`src/rtl/alu_serial_sequencer.sv`:
```
// alu_serial_sequencer
//   Bit-serial ALU front end. Accepts a WIDTH-bit operation over a valid/ready
//   handshake, computes it LSB-first through a 1-bit full-adder slice with a
//   registered carry, then presents Result/Cout (and optional flags) over an
//   output valid/ready handshake. One op every WIDTH+2 clocks.
//
//   Optional feature macro: ALU_SERIAL_FLAGS_EN (adds Zero/Negative/Overflow).
//
// Ports
//   clk       in   1      system clock, rising edge
//   rst       in   1      synchronous reset, active-high
//   InValid   in   1      operation presented on A/B/opsel/Cin
//   InReady   out  1      sequencer can accept an operation
//   A, B      in   WIDTH  operands
//   opsel     in   3      0 add,1 subwb,2 mov,3 sub,4 inc,5 dec,6 addinc,7 mov
//   Cin       in   1      external carry-in (subwb only)
//   OutValid  out  1      Result/flags valid
//   OutReady  in   1      consumer accepts result
//   Result    out  WIDTH  computed result
//   Cout      out  1      carry out of MSB (1 = no borrow for subtracts)
//   Zero, Negative, Overflow  out 1 each (ALU_SERIAL_FLAGS_EN only)
module alu_serial_sequencer #(
  parameter int unsigned WIDTH = 32
) (
  input  logic             clk,
  input  logic             rst,
  input  logic             InValid,
  output logic             InReady,
  input  logic [WIDTH-1:0] A,
  input  logic [WIDTH-1:0] B,
  input  logic [2:0]       opsel,
  input  logic             Cin,
  output logic             OutValid,
  input  logic             OutReady,
  output logic [WIDTH-1:0] Result,
  output logic             Cout
`ifdef ALU_SERIAL_FLAGS_EN
  ,
  output logic             Zero,
  output logic             Negative,
  output logic             Overflow
`endif
);

  localparam int unsigned CNT_W = $clog2(WIDTH);
  localparam logic [CNT_W-1:0] CNT_LAST = CNT_W'(WIDTH - 1);

  typedef enum logic [1:0] {
    S_IDLE,
    S_SHIFT,
    S_HOLD
  } state_e;

  state_e           state_q;
  logic             in_ready_q;
  logic             out_valid_q;
  logic [WIDTH-1:0] a_q;
  logic [WIDTH-1:0] b_q;
  logic             carry_q;
  logic [CNT_W-1:0] cnt_q;
  logic [WIDTH-1:0] res_q;
  logic             cout_q;

  logic [WIDTH-1:0] bop_d;
  logic             c0_d;
  logic             s_d;
  logic             carry_d;

  // B-side operand and initial carry for each opcode
  always_comb begin
    bop_d = '0;
    c0_d  = 1'b0;
    case (opsel)
      3'd0: begin bop_d = B;   c0_d = 1'b0; end
      3'd1: begin bop_d = ~B;  c0_d = Cin;  end
      3'd3: begin bop_d = ~B;  c0_d = 1'b1; end
      3'd4: begin bop_d = '0;  c0_d = 1'b1; end
      3'd5: begin bop_d = '1;  c0_d = 1'b0; end
      3'd6: begin bop_d = B;   c0_d = 1'b1; end
      default: begin bop_d = '0; c0_d = 1'b0; end
    endcase
  end

  // 1-bit full-adder slice
  always_comb begin
    s_d     = a_q[0] ^ b_q[0] ^ carry_q;
    carry_d = (a_q[0] & b_q[0]) | (a_q[0] & carry_q) | (b_q[0] & carry_q);
  end

`ifdef ALU_SERIAL_FLAGS_EN
  logic zacc_q;
  logic zero_q;
  logic neg_q;
  logic ovf_q;
  assign Zero     = zero_q;
  assign Negative = neg_q;
  assign Overflow = ovf_q;
`endif

  always_ff @(posedge clk) begin
    if (rst) begin
      state_q     <= S_IDLE;
      in_ready_q  <= 1'b1;
      out_valid_q <= 1'b0;
      a_q         <= '0;
      b_q         <= '0;
      carry_q     <= 1'b0;
      cnt_q       <= '0;
      res_q       <= '0;
      cout_q      <= 1'b0;
`ifdef ALU_SERIAL_FLAGS_EN
      zacc_q      <= 1'b1;
      zero_q      <= 1'b0;
      neg_q       <= 1'b0;
      ovf_q       <= 1'b0;
`endif
    end else begin
      case (state_q)
        S_IDLE: begin
          if (InValid) begin
            a_q        <= A;
            b_q        <= bop_d;
            carry_q    <= c0_d;
            cnt_q      <= '0;
            in_ready_q <= 1'b0;
            state_q    <= S_SHIFT;
`ifdef ALU_SERIAL_FLAGS_EN
            zacc_q     <= 1'b1;
`endif
          end
        end
        S_SHIFT: begin
          carry_q <= carry_d;
          res_q   <= {s_d, res_q[WIDTH-1:1]};
          a_q     <= a_q >> 1;
          b_q     <= b_q >> 1;
          cnt_q   <= cnt_q + 1'b1;
`ifdef ALU_SERIAL_FLAGS_EN
          zacc_q  <= zacc_q & ~s_d;
`endif
          if (cnt_q == CNT_LAST) begin
            cout_q      <= carry_d;
            out_valid_q <= 1'b1;
            state_q     <= S_HOLD;
`ifdef ALU_SERIAL_FLAGS_EN
            // carry_q here is the carry into the MSB
            zero_q      <= zacc_q & ~s_d;
            neg_q       <= s_d;
            ovf_q       <= carry_q ^ carry_d;
`endif
          end
        end
        S_HOLD: begin
          if (OutReady) begin
            out_valid_q <= 1'b0;
            in_ready_q  <= 1'b1;
            state_q     <= S_IDLE;
          end
        end
        default: begin
          state_q     <= S_IDLE;
          in_ready_q  <= 1'b1;
          out_valid_q <= 1'b0;
        end
      endcase
    end
  end

  assign InReady  = in_ready_q & ~rst;
  assign OutValid = out_valid_q;
  assign Result   = res_q;
  assign Cout     = cout_q;

endmodule

```
`config.mk`:
```
export PLATFORM = sky130hd
export DESIGN_NAME = alu_serial_sequencer
export DESIGN_NICKNAME = d
export VERILOG_FILES = /design/src/rtl/alu_serial_sequencer.sv
export SDC_FILE = /design/constraint.sdc
export NUM_CORES = 1
export LEC_CHECK = 0
export ABC_CLOCK_PERIOD_IN_PS = 2340
export CORE_AREA = 2 2 114 116
export CTS_CLUSTER_SIZE = 25
export DETAILED_ROUTE_END_ITERATION = 12
export DIE_AREA = 0 0 116 118
export PLACE_DENSITY = 0.8
export SYNTH_ARGS = -nofsm -noshare
export SYNTH_HDL_FRONTEND = slang
export SYNTH_SLANG_ARGS = --single-unit
```
`constraint.sdc`:
```
create_clock -name clk -period 2.34 [get_ports clk]
set_clock_uncertainty 0.2 [all_clocks]
set_input_delay 0.702 -clock clk [delete_from_list [all_inputs] [get_ports clk]]
set_output_delay 0.702 -clock clk [all_outputs]
set_load 0.05 [all_outputs]
```
==> impl_results.md, run 1 <==
* Status: complete, no violations
* WS Path Type: in -> reg
* Fin. max-slew vios at 0
* First-pass GRT wire length at 21400 um
* Required time of the critical path at 2.41 ns
* Port Buffers at 106
* Share of layout cells above drive strength 1 at 13.9%
* Syn_area_per_cell at 7.31 sq um
* Global route total overflow at 0
* Num CTS Buffers at 9
* Clock net sink count at 107
* Pin count of the biggest net entering global routing at 108
* Post-layout net count at 899
* Placed cell area at 6680 sq um
* Post-CTS Hold Fix Bufs at 0
* Fin crit period at 2.22 ns
* Share of power burned in registers at 46.2%
* Top Family by Delay on Critical Path: compound AO/OA/AOI/OAI gates
* Post-synth EDFFs at 0
* Initial antenna violation count at 0
* Via density at 5.18
* Top sig layer: met4
* Hold Crit Start: Result[0]
* Critical path, cell by cell: clkdlybuf4s50_1, nor2_2, a211oi_1, a211o_1, a21oi_1
* Drt pass-1 iters at 4
* Routed Antenna Nets at 0
* Setup_tns at 0 ns
* Total power at 4.35 mW
* Switching part of the total at 28.6%
* CTS tree: yes
* Slew headroom at 56.8%
* R2r setup slk at 0.47 ns
* Root Driver: clkbuf_16
* Worst hold margin at 0.263 ns
* Pint at 3.11 mW
* Reg-to-Reg Start: state_q[1]
* DIE AREA at 13700 sq um
* Area share of the largest cell type after synthesis at 38.8%
* Fin. Hold Viols at 0
* Hold path depth at 2
* Core area at 12400 sq um
* Register Area at 2140 sq um
* Final Setup Violations at 0
* DRT met1 WL at 6270 um
* CP bufs+invs at 1
* N_diodes at 0
* Pleak at 2.78 nW
* Area Growth Syn to Fin at 26.8%
* Synth Flop Type: dfxtp_1
* Routed len/inst at 12.8 um
* Detail Placement HPWL at 8110 um
* Gate power share at 19.7%
* Cell count after synthesis at 756
* Fin area at 7000 sq um
* Worst setup EP type: register
* Yosys cell types at 33
* Fraction of registers with async set/reset at 0%
* Clock transition at path regs at 0.08 ns
* Worst Path Arrival at 2.29 ns
* CP startpoint kind: input port
* Sw Pwr at 1.24 mW
* DR iter-0 viols at 432
* Met2 routed WL at 5810 um
* Postcts setup bufs at 0
* Unrepaired setup endpoints after global routing: no
* R2R Path End: b_q[28]
* H-Tree Depth at 3
* Vias in the first global route at 4609
* Largest area contributor in the netlist: dfxtp_1
* Clk Latency, worst-skew pair at 0.34 ns
* Mapped Area at 5520 sq um
* Endpoint, Worst Hold: Result[0]
* Max cap viols at 0
* Crit-path max FO at 17
* VDD IR max at 0.000349 V
* DRC at 0
* Row count at 41
* Maximum buffer depth of the clock tree at 2
* Worst Hold Class: reg -> reg
* Net Count, Synth at 831
* Multi-input gate area at 3020 sq um
* Starting density of the core at 44.5%
* Period utilisation layout at 94.8%
* CP max stage cell: nor2_2
* Top post-synthesis cells by area: dfxtp_1 39%, a21oi_1 11%, nor2_1 10%
* FMAX at 0.451 GHz
* Part of the power in the clock network at 34.2%
* Die width at 116 um
* Seq/Total Area, Yosys at 38.8%
* Die Height at 118 um
* DR vias at 5185
* # IOs at 107
* Yosys warning total at 0
* Final wirelength at 12800 um
* FILL cells at 1183
* Max incr delay on CP at 0.54 ns
* Slew @ Worst Pin at 0.648 ns
* R2r worst-path depth at 5
* P per Cell Area at 621 nW/um^2
* Yosys reg bits at 107
* Global-route usage over all layers at 18.5%
* Met3 Routed Length at 648 um
* RePlAce Congestion at 0.788
[area by class of cell]
class | count | share of cell area [%]
clock inverter | 7 | 0.947
timing repair buffer | 128 | 18.1
clock buffer | 9 | 3.22
tap | 172 | 3.07
inverter | 16 | 0.858
sequential | 107 | 30.6
multi-input combinational | 562 | 43.2
[synth_stat cells, drive strengths merged (2+ instances only)]
cell type / number
a211oi: 34
a21oi: 119
a221o: 15
a22oi: 3
buf: 32
clkbuf: 39
dfxtp: 107
ha: 2
inv: 16
nand2: 102
nand2b: 5
nand3: 2
nor2: 151
nor2b: 52
nor3: 32
o21ai: 3
o21bai: 2
o221a: 16
or3: 15
[sequential cells by signal, summed over array words and instances (netlist names)]
signal and cells:
b_q 32, state_q 2, OutValid 1, in_ready_q 1
Cout 1, a_q 32, carry_q 1, Result 32
cnt_q 5
[power by group through the flow]
stage	registers (mW)	clock network (mW)	logic (mW)
6_report	2.01	1.49	0.855
5_1_grt	2.03	1.59	0.950
4_1_cts	2.01	1.52	0.853
3_5_place_dp	2.05	0	0.849
3_3_place_gp	2.05	0	0.841
2_1_floorplan	2.04	0	0.572
[cells by family (layout without fill, tap and decap cells)]
| family | count (synthesis) | after routing | share of synthesized area, % |
|---|---|---|---|
| AOI/OAI and AO/OA | 196 | 196 | 24.3 |
| buffers and inverters | 87 | 160 | 7.00 |
| and+or+nand+nor | 362 | 362 | 28.9 |
| muxes | 1 | 1 | 0.204 |
| adders and majority gates | 3 | 3 | 0.816 |
| DFF | 107 | 107 | 38.8 |
[routing by layer]
metal | up-vias | GRT usage, %
met5 | - | 0
met4 | 0 | 3.87
met3 | 6 | 2.88
met2 | 119 | 29.1
met1 | 2367 | 26.7
li1 | 2693 | -
[cell usage in the layout (no fill, tap or decap), drive strengths merged, types with 2 or more instances in the layout]
cell type / netlist / layout
or3: 15 / 15
a211oi: 34 / 34
clkdlybuf4s50: 0 / 69
buf: 32 / 57
nor3: 32 / 32
nand2: 102 / 102
clkinv: 0 / 2
a21oi: 119 / 119
ha: 2 / 2
nor2: 151 / 151
dfxtp: 107 / 107
nand2b: 5 / 5
a221o: 15 / 15
inv: 16 / 21
a22oi: 3 / 3
nand3: 2 / 2
o21bai: 2 / 2
o21ai: 3 / 3
nor2b: 52 / 52
o221a: 16 / 16
clkbuf: 39 / 10
[how the worst max path moves through the flow]
| stage | from | end | depth (start not counted) |
|---|---|---|---|
| finish | opsel[1] | b_q[31] | 5 |
| global route | opsel[1] | b_q[31] | 5 |
| CTS | opsel[0] | b_q[11] | 7 |
| detailed placement | opsel[0] | b_q[8] | 7 |
| global placement | opsel[0] | b_q[31] | 5 |
| floorplan | rst | InReady | 3 |
[through the flow]
step,std cells,utilization (%),setup WS (ns)
after CTS,1000,56.1,0.0942
after global routing,1001,56.4,0.0311
after floorplan,756,-,0.0361
final,1001,56.4,0.122
after global placement,984,53.8,-0.219
after detailed placement,984,53.8,-0.260
[worst reg2reg max path: stages (launching register included)]
cell      delay [ns]
dfxtp_1         0.61
nand2b_2        0.28
buf_4           0.34
nor2_1          0.09
nor2_1          0.11
o221a_2         0.19
[what timing repair did]
| item | in CTS | in global routing |
|---|---|---|
| gates resized for setup | 0 | 2 |
| setup endpoints to repair | 0 | 6 |
| endpoints found under the hold margin | 0 | 0 |
Power figures use the tool's default switching activity.
==> inputs of run 2 (changes only) <==
CORE_AREA = 4 4 116 118   (was 2 2 114 116)
DIE_AREA = 0 0 120 122   (was 0 0 116 118)
==> impl_results.md, run 2 (synthesized netlist as in run 1, its figures left out) <==
* Status: complete, no violations
* Sw Pwr at 1.25 mW (+0.14%)
* Pint at 3.11 mW (+0.12%)
* Commonest non-fill, non-tap cell in the layout: nor2_1
* Root Driver: clkbuf_16
* CTS tree: yes
* Levels on crit path at 7 (+2)
* Clk Latency, worst-skew pair at 0.35 ns (about the same)
* H-Tree Depth at 3 (unchanged)
* Pleak at 2.79 nW (+0.56%)
* Clock transition at path regs at 0.07 ns (about the same)
* Area Growth Syn to Fin at 27.3%
* CP bufs+invs at 3 (+2)
* Crit-path max FO at 35 (+18)
* Max incr delay on CP at 0.45 ns (-0.09 ns)
* Postcts setup bufs at 0 (unchanged)
* Final WS setup at 0.146 ns (+0.0238 ns)
* Switching part of the total at 28.6% (about the same)
* Post-cts sizing count at 0 (unchanged)
* CP startpoint kind: input port
* Drt pass-1 iters at 5 (+1)
* Required time of the critical path at 2.43 ns (+0.02 ns)
* Part of the power in the clock network at 34.0% (-0.2 points)
* Fin crit period at 2.19 ns (-0.0238 ns)
* Slew @ Worst Pin at 0.540 ns (-0.108 ns)
* Routed Antenna Nets at 0 (unchanged)
* Unrepaired setup endpoints after global routing: no
* Via density at 5.18 (about the same)
* DRC at 0 (unchanged)
* CP max stage cell: clkdlybuf4s50_1
* P per Cell Area at 620 nW/um^2 (-0.26%)
* Share of layout cells above drive strength 1 at 14.6% (+0.72 points)
* FILL cells at 1162 (-1.8%)
* Max cap viols at 0 (unchanged)
* WS Path Type: in -> reg
* Row count at 41 (unchanged)
* Vias in the first global route at 4842 (+5.1%)
* Die width at 120 um (+3.4%)
* Hold path depth at 2 (unchanged)
* Share of power burned in registers at 46.1% (about the same)
* Starting density of the core at 44.3% (-0.18 points)
* DIE AREA at 14600 sq um (+7.0%)
* First-pass GRT wire length at 22400 um (+4.6%)
* Worst Path Arrival at 2.29 ns (about the same)
* Most frequent cells in the layout: 150 x nor2_1, 119 x a21oi_1, 106 x dfxtp_1, 102 x nand2_1, 70 x clkdlybuf4s50_1
* Pin count of the biggest net entering global routing at 108 (unchanged)
* Worst Hold Class: reg -> reg
* Port Buffers at 106 (unchanged)
* Global route total overflow at 0 (unchanged)
* Final Setup Violations at 0 (unchanged)
* VDD IR max at 0.000316 V (-9.6%)
* FMAX at 0.456 GHz (+1.1%)
* Final wirelength at 13200 um (+2.9%)
* Initial antenna violation count at 0 (unchanged)
* Worst setup EP type: register
* Core area at 12500 sq um (+0.41%)
* Gate power share at 19.9% (+0.2 points)
* Total power at 4.36 mW (+0.13%)
* Post-CTS Hold Fix Bufs at 0 (unchanged)
* Clock net sink count at 107 (unchanged)
* R2r worst-path depth at 5 (unchanged)
* Fin. Hold Viols at 0 (unchanged)
* Top Family by Delay on Critical Path: buffers and inverters
* DR iter-0 viols at 424 (-1.9%)
* N_diodes at 0 (unchanged)
* RePlAce Congestion at 0.796 (+1.0%)
* DR vias at 5221 (+0.69%)
* # IOs at 107 (unchanged)
* Final Instance Count excl. Fillers at 1008 (+0.70%)
* Global-route usage over all layers at 18.1% (-0.40 points)
* Inst Count DP at 992 (+0.81%)
* Fin. max-slew vios at 0 (unchanged)
* Num CTS Buffers at 9 (unchanged)
* Maximum buffer depth of the clock tree at 2 (unchanged)
* Period utilisation layout at 93.8% (-1.0 points)
* Post-layout net count at 906 (+0.78%)
* Routed len/inst at 13.1 um (+2.2%)
* Slew headroom at 64.0% (+7.2 points)
* Detail Placement HPWL at 8540 um (+5.4%)
* Worst slack at placement at -0.177 ns (+0.0830 ns)
* Critical path, cell by cell: clkdlybuf4s50_1, buf_12, nor2b_2, buf_4, nand2_1, a21oi_1, o221a_2
* Die Height at 122 um (+3.4%)
run 2: cell count changes in the layout (fill, tap and decap cells not counted), sizes merged:
cell	before	now
dlymetal6s2s	1	0
clkinv	2	3
buf	57	65
clkbuf	10	9
inv	21	20
clkdlybuf4s50	69	70
run 2: stage by stage:
step / setup TNS, ns / area (sq um) / util (%) / hold WS [ns]
global placement: -4.10 / 6740 / 54.1 / 0.243
detailed placement: -4.93 / 6740 / 54.1 / 0.251
floorplan: 0 / 5530 / - / 0.237
finish: 0 / 7030 / 56.4 / 0.261
CTS: 0 / 7030 / 56.4 / 0.261
global route: 0 / 7030 / 56.4 / 0.292
run 2: worst register-to-register path, cell delays in order, from the launching register on:
cell and delay (ns):
dfxtp_1 0.49, nand2b_2 0.43, nand2_1 0.16, buf_12 0.18
a211o_1 0.23, a21oi_1 0.11
run 2: path summary, 6_finish.rpt:
| path | slack (ns) | start | end |
|---|---|---|---|
| worst max-delay path | 0.15 | opsel[0] | b_q[18] |
| worst min-delay path | 0.26 | b_q[31] | b_q[31] |
| worst max register to register | 0.47 | state_q[1] | b_q[31] |
| worst min register to register | 0.26 | b_q[31] | b_q[31] |
run 2: cell type report:
cell class	count	area, sq um	share of cell area (%)
multi-input cells	562	3020	42.9
flip-flops and latches	107	2140	30.5
repair buffers	135	1300	18.5
clock buffers	9	225	3.20
well taps	172	215	3.06
clock inverters	7	66.3	0.943
inverters	16	60.1	0.854
run 2: power by group through the flow:
stage,logic (mW),registers (mW),clock network [mW]
after floorplan,0.572,2.04,0
after global placement,0.851,2.05,0
after detailed placement,0.863,2.05,0
after CTS,0.868,2.01,1.53
after global routing,0.967,2.03,1.60
final,0.865,2.01,1.48
run 2: per-layer routing:
layer,up-vias,GRT usage (%),share of wire (%)
li1,2712,-,-
met1,2387,24.0,49
met2,110,30.2,45
met3,12,2.79,4.3
met4,0,5.94,1.1
met5,-,0,0
